### config.mk
export PLATFORM = sky130hd
export DESIGN_NAME = pipe_stage_skid
export DESIGN_NICKNAME = d
export VERILOG_FILES = /design/src/rtl/pipe_pkg.sv /design/src/rtl/pipe_stage_skid.sv
export SDC_FILE = /design/constraint.sdc
export NUM_CORES = 1
export LEC_CHECK = 0
export BUFFER_PORTS_ARGS = -buffer_cell sky130_fd_sc_hd__clkbuf_2
export CORE_MARGIN = 1
export CORE_UTILIZATION = 47
export CTS_CLUSTER_DIAMETER = 100
export DETAILED_ROUTE_END_ITERATION = 10
export GPL_TIMING_DRIVEN = 1
export PLACE_DENSITY = 0.83
export SYNTH_ARGS = -nofsm -noshare
export SYNTH_HDL_FRONTEND = slang
export SYNTH_SLANG_ARGS = --single-unit
### constraint.sdc
create_clock -name clk -period 1.6 [get_ports clk]
set_clock_uncertainty 0.05 [all_clocks]
set_input_delay 0.48 -clock clk [delete_from_list [all_inputs] [get_ports clk]]
set_output_delay 0.48 -clock clk [all_outputs]
set_load 0.05 [all_outputs]
### src/rtl/pipe_pkg.sv
// Shared definitions for the generic pipeline stage register.
// State encoding of the main/skid occupancy and the default payload width.
package pipe_pkg;

   // Occupancy of a stage: nothing held, main only, main plus skid.
   typedef enum logic [1:0] {
      EMPTY = 2'd0,
      ONE   = 2'd1,
      TWO   = 2'd2
   } pipe_state_t;

   localparam int PIPE_DEFAULT_WIDTH = 32;

endpackage : pipe_pkg

### src/rtl/pipe_stage_skid.sv
// Generic pipeline stage register with valid/ready handshake, a 2-entry skid
// buffer and synchronous flush. The upstream ready comes straight from a flop,
// so back-pressure never forms a combinational path between stages.
// Optional stall counter (stall_cnt_o) is compiled in with PIPE_STAGE_PERF_EN.
module pipe_stage_skid
   import pipe_pkg::*;
#(
   parameter int WIDTH     = PIPE_DEFAULT_WIDTH,
   parameter int CNT_WIDTH = 32
) (
   input  logic                 clk,
   input  logic                 rst,
   input  logic                 flush,
   input  logic                 valid_i,
   input  logic [WIDTH-1:0]     data_i,
   output logic                 ready_o,
   output logic                 valid_o,
   output logic [WIDTH-1:0]     data_o,
   input  logic                 ready_i
`ifdef PIPE_STAGE_PERF_EN
   ,
   output logic [CNT_WIDTH-1:0] stall_cnt_o
`endif
);

   // Parameter sanity: empty marker block when a width is out of range.
   if (WIDTH < 1 || CNT_WIDTH < 1) begin : g_bad_width
   end

   pipe_state_t      state_reg, state_next;
   logic [WIDTH-1:0] main_d_reg, main_d_next;
   logic [WIDTH-1:0] skid_d_reg, skid_d_next;
   logic             ready_reg, ready_next;
   logic             in_fire, out_fire;

   assign in_fire  = valid_i & ready_reg;
   assign out_fire = valid_o & ready_i;

   // State, payload and registered-ready flops; reset beats flush and handshakes.
   always_ff @(posedge clk) begin
      if (rst) begin
         state_reg  <= EMPTY;
         main_d_reg <= '0;
         skid_d_reg <= '0;
         ready_reg  <= 1'b1;
      end else begin
         state_reg  <= state_next;
         main_d_reg <= main_d_next;
         skid_d_reg <= skid_d_next;
         ready_reg  <= ready_next;
      end
   end

   // Next occupancy and payload moves; flush empties the stage, data flops hold.
   always_comb begin
      state_next  = state_reg;
      main_d_next = main_d_reg;
      skid_d_next = skid_d_reg;
      if (flush) begin
         state_next = EMPTY;
      end else begin
         case (state_reg)
            EMPTY: begin
               if (in_fire) begin
                  main_d_next = data_i;
                  state_next  = ONE;
               end
            end
            ONE: begin
               if (in_fire && out_fire) begin
                  main_d_next = data_i;
               end else if (in_fire) begin
                  skid_d_next = data_i;
                  state_next  = TWO;
               end else if (out_fire) begin
                  state_next  = EMPTY;
               end
            end
            TWO: begin
               // ready_o is low here, so only the drain side can move.
               if (out_fire) begin
                  main_d_next = skid_d_reg;
                  state_next  = ONE;
               end
            end
            default: begin
               state_next = EMPTY;
            end
         endcase
      end
      // Ready is precomputed from the next occupancy so it can be a plain flop.
      ready_next = (state_next != TWO);
   end

   // Outputs come directly from the main entry and the ready flop.
   always_comb begin
      valid_o = (state_reg != EMPTY);
      data_o  = main_d_reg;
      ready_o = ready_reg;
   end

`ifdef PIPE_STAGE_PERF_EN
   logic [CNT_WIDTH-1:0] stall_cnt_reg;

   // Saturating count of cycles where downstream refuses valid data; only rst clears it.
   always_ff @(posedge clk) begin
      if (rst) begin
         stall_cnt_reg <= '0;
      end else if (valid_o && !ready_i && (stall_cnt_reg != '1)) begin
         stall_cnt_reg <= stall_cnt_reg + CNT_WIDTH'(1);
      end
   end

   assign stall_cnt_o = stall_cnt_reg;
`endif

endmodule : pipe_stage_skid

# Word level (Yosys, flattened, before mapping)
# Index checks and enable logic that the tools add are counted.
# word_totals
elab_cells,31
output_inout_bits,34
reg_bits,67
# classes
eq_ne,6
n_bitwise,4
muxes,11
reduce_logical,6
# op_table
op,count
two-way mux 32 bit,3
case mux 32 bit (3 select lines),1
two-way mux 2 bit,6
"!= test 2 bit, second input constant",4
case mux 2 bit (3 select lines),1
AND reduction 5 bit,1
AND reduction 4 bit,1
nonzero test 3 bit,1
bitwise AND 1 bit,2
"== test 2 x 1 -> 1 bit, second input constant",1
"== test 2 bit, second input constant",1
zero test 2 bit,1
inverter 1 bit,2
nonzero test 2 bit,1
logical AND 1 bit,1

# Depth between registers and ports, before layout
# depth
depth_word,8
ltp_mapped,6
ltp_nobuf,4

# Least setup slack after synthesis
# No wires, ideal clock.
# synth_timing
kind,register to register
from,"register ready_reg, in the netlist ready_o"
to,register skid_d_reg[11]
synth_period_minus_slack_ns,1.804
stages_incl_launch_ff,7
required_time_ns,1.418
slack_ns,-0.204
setup_time_ns,0.132
arrival_time_ns,1.621
path_cell_list,dfxtp_1 nand3b_4 or3_1 clkbuf_1 clkbuf_1 nand2_1 a21oi_1
# synth_via
elab_chain_len,4
# synth_lines
element,line,text
start: declaration,pipe_stage_skid.sv:33,"logic ready_reg, ready_next;"
start signal: assignment,pipe_stage_skid.sv:50,ready_reg <= ready_next;
bitwise AND 1 bit (*),pipe_stage_skid.sv:36,assign in_fire = valid_i & ready_reg;
logical AND 1 bit,pipe_stage_skid.sv:70,if (in_fire && out_fire) begin
inverter 1 bit (no source line),-,
AND reduction 4 bit (no source line) (*),-,
end signal: assignment,pipe_stage_skid.sv:49,skid_d_reg <= skid_d_next;
end: declaration,pipe_stage_skid.sv:32,"logic [WIDTH-1:0] skid_d_reg, skid_d_next;"
# Every way passes the cells marked *; elsewhere a longest branch is shown, timed or not.
# A chain may end at the register's enable or synchronous reset.

# Worst setup path in the final report
# layout_timing
from,register state_reg[0]
to,"register main_d_reg[0], in the netlist data_o[0]"
# layout_via
elab_chain_len,5
elab_cells_between_ends,12
cone_classes,5 x eq/ne; 1 x mux; 1 x bitwise; 5 x reduce/logical
# layout_lines
element,line,text
start: declaration,pipe_stage_skid.sv:30,"pipe_state_t state_reg, state_next;"
start signal: assignment,pipe_stage_skid.sv:47,state_reg <= state_next;
nonzero test 2 bit,pipe_stage_skid.sv:97,valid_o = (state_reg != EMPTY);
bitwise AND 1 bit,pipe_stage_skid.sv:37,assign out_fire = valid_o & ready_i;
logical AND 1 bit,pipe_stage_skid.sv:70,
!= test 2 bit (no source line),-,
AND reduction 5 bit (no source line),-,
end signal: assignment,pipe_stage_skid.sv:48,main_d_reg <= main_d_next;
end: declaration,pipe_stage_skid.sv:31,"logic [WIDTH-1:0] main_d_reg, main_d_next;"
# Several ways; a longest one is shown, not always the timed one.

==> run_results.csv <==
group,metric,value,unit
floorplan,chipHeight,79.5,microns
global_route,antenna_found_initial,0,
synthesis,synth.largest_area_cell,"dfxtp_1",
clocking,clk_path_buf_depth,2,
clocking,numCtsBuffers,9,
global_route,grtUsageTotal,20.5,%
layout,nets,435,
setup_path,path_buf_inv,3,
placed_design,port_buffers,70,
synthesis,synth_edf_count,0,
clocking,clk_latency,0.34,ns
timing,period_share,99.3,%
setup_path,worstPathMaxFanout,8,
setup_path,critical_path.top_delay_family,"compound AO/OA/AOI/OAI gates",
floorplan,std_cell_rows,27,
synthesis,yosys_warnings,0,
route,drt-initial-drc-count,111,
timing,drv_slew,0,
power,p_leak,1.75,nW
synthesis,synth.area.top_cells,"dfxtp_1 (48%), a211oi_2 (12%), mux2i_1 (11%), nand2_1 (8.6%), a21oi_1 (5.9%)",
route,drt-pass1-iter-count,5,
layout,utilization,68.0,%
global_route,use_met3,5.83,%
synthesis,synth_ff_type,"dfxtp_1",
setup_path,worstSetupEndpointType,"flip-flop",
route,avgRoutedWirePerCell,14.6,microns
layout,final_cell_mix,"clkbuf_2 (69), nand2_1 (65), dfxtp_1 (64), a21oi_1 (33), mux2i_1 (32)",
timing,relSlewSlack,76.4,%
placed_design,dpl.hpwl,4.10,mm
layout,diodes,0,
power,p_total,0.00385,W
clocking,path_clk_slew,0.07,ns
timing,rsz0062_at_grt,"yes",
clocking,cts.sinks,67,
timing,final.setup.tns,0,ns
setup_path,cp.arrival,1.79,ns
setup_path,start_kind,"flip-flop",
layout,synthToLayoutAreaGrowth,36.0,%
route,finalWirelength,6.87,mm
floorplan,die_w,79.5,microns
run_status,status,"finished clean",
placed_design,place_congestion,0.732,
clocking,ctsRootBufferMaster,"clkbuf_8",
run,max_cap_violations,0,
synthesis,synth_area,2820,sq um
timing,post-route-min-period,1.59,ns
setup_path,cpMostUsedCell,"buf_6",
global_route,grt_pass1_wl,9.87,mm
route,vias,2520,
timing,fmax,0.629,GHz
timing,worst_pin_slew,0.355,ns
floorplan,die-area,6320,sq um
layout,multi_input_area,1400,sq um
synthesis,synth-seq-area-share,47.5,%
layout,nFillCells,454,
synthesis,synthCells,301,
synthesis,synth.avg_cell_area,9.37,sq um
clocking,cts_tree,"built",
timing,hold_violations,0,
floorplan,coreArea,5640,sq um
global_route,grt_pass1_vias,2235,
layout,final_common_cell,"clkbuf_2",
layout,drive_gt1_share,40.8,%
synthesis,yosysTopAreaCellShare,47.5,%
synthesis,async_flop_share,0,%
route,routed_via_density,5.34,
route,drc,0,
clocking,h-tree-depth,3,
timing,finalSetupViolations,0,
power,ir_drop,600,uV
setup_path,crit_chain,"buf_6, nor2b_4, o31ai_4, buf_6, buf_12, nor2_1, a211oi_1",
global_route,overflow,0,
power,power_density,1000,nW/um^2
layout,regArea,1350,sq um
synthesis,synth_fp_nets,338,
global_route,use_met2,34.5,%
global_route,grtUsageMet1,24.0,%
global_route,grt_max_degree,47,
layout,final_area,3840,sq um
floorplan,initial_utilization,50.0,%
setup_path,critical_path.max_stage_delay,0.34,ns
setup_path,crit_slowest_cell,"dfxtp_4",
route,ant_nets,0,
global_route,globalRoute.busiestLayer,"met2",
setup_path,required,1.80,ns
synthesis,ys_ff_latch,67,
placed_design,placed_area,3400,sq um
worst_hold_path,min_path_type,"in -> reg",
synthesis,synthDistinctLibCells,22,
floorplan,pin_count,71,
setup_path,crit_type,"reg -> reg",
synth_stat cells (all sizes together), types with 2 or more instances:
| cell type | instances |
|---|---|
| dfxtp | 67 |
| nand2 | 65 |
| a21oi | 33 |
| nor2 | 33 |
| a211oi | 32 |
| mux2i | 32 |
| buf | 14 |
| clkbuf | 10 |
| nand2b | 2 |
| nor2b | 2 |
| nor3 | 2 |
tightest hold or removal path: cells and delay by family:
family / cells / cell delay (ns)
buffers and inverters: 1 / 0.09
AND/OR/NAND/NOR: 1 / 0.05
AO/OA/AOI/OAI: 1 / 0.05
final timing paths:
path             startpoint              to  slack [ns]  cells after the start
min reg2reg  skid_d_reg[30]  skid_d_reg[30]        0.41                      2
min               data_i[2]   skid_d_reg[2]        0.32                      3
max reg2reg    state_reg[0]       data_o[0]        0.01                      7
max            state_reg[0]       data_o[0]        0.01                      7
cells by family (layout without fill, tap and decap cells):
| family | Yosys count | after routing | share of synthesized area (%) |
|---|---|---|---|
| multiplexers | 32 | 32 | 11.4 |
| flip-flops | 67 | 67 | 47.5 |
| buffers and inverters | 24 | 123 | 4.08 |
| AO/OA/AOI/OAI | 67 | 67 | 20.4 |
| AND/OR/NAND/NOR | 110 | 110 | 16.3 |
| XOR/XNOR | 1 | 1 | 0.310 |
per-stage QoR:
step / cells / hold WS, ns / setup slack (ns)
after CTS: 461 / 0.310 / 0.0000931
after global routing: 472 / 0.311 / -0.0327
after floorplan: 301 / 0.386 / 0.0291
after detailed placement: 446 / 0.396 / -0.127
final: 472 / 0.323 / 0.0110
after global placement: 446 / 0.390 / -0.0791
layout make-up:
type | count | area share, %
multi-input cells | 210 | 36.4
flip-flops and latches | 67 | 35.2
repair buffers | 110 | 21.2
clock buffers | 11 | 3.95
well taps | 72 | 2.35
clock inverters | 2 | 0.946
per-layer routing:
layer | vias up | part of all wire (%)
met5 | - | 0
met4 | 0 | 1.4
met3 | 8 | 5.7
met2 | 78 | 50
met1 | 1206 | 43
li1 | 1228 | -
timing repair:
action | in CTS | in global routing
pin swaps | 0 | 17
hold buffers | 0 | 0
endpoints found under the setup margin | 1 | 45
hold endpoints to repair | 0 | 0
gates resized for setup | 6 | 20
cloned | 0 | 6
buffers inserted | 2 | 5
power by group:
group,switching (W),total (W),internal [W]
sequential,0.0000360,0.00177,0.00173
clock,0.000604,0.00138,0.000780
combinational,0.000442,0.000694,0.000253
total,0.00108,0.00385,0.00276
(Power assumes the default switching activity.)
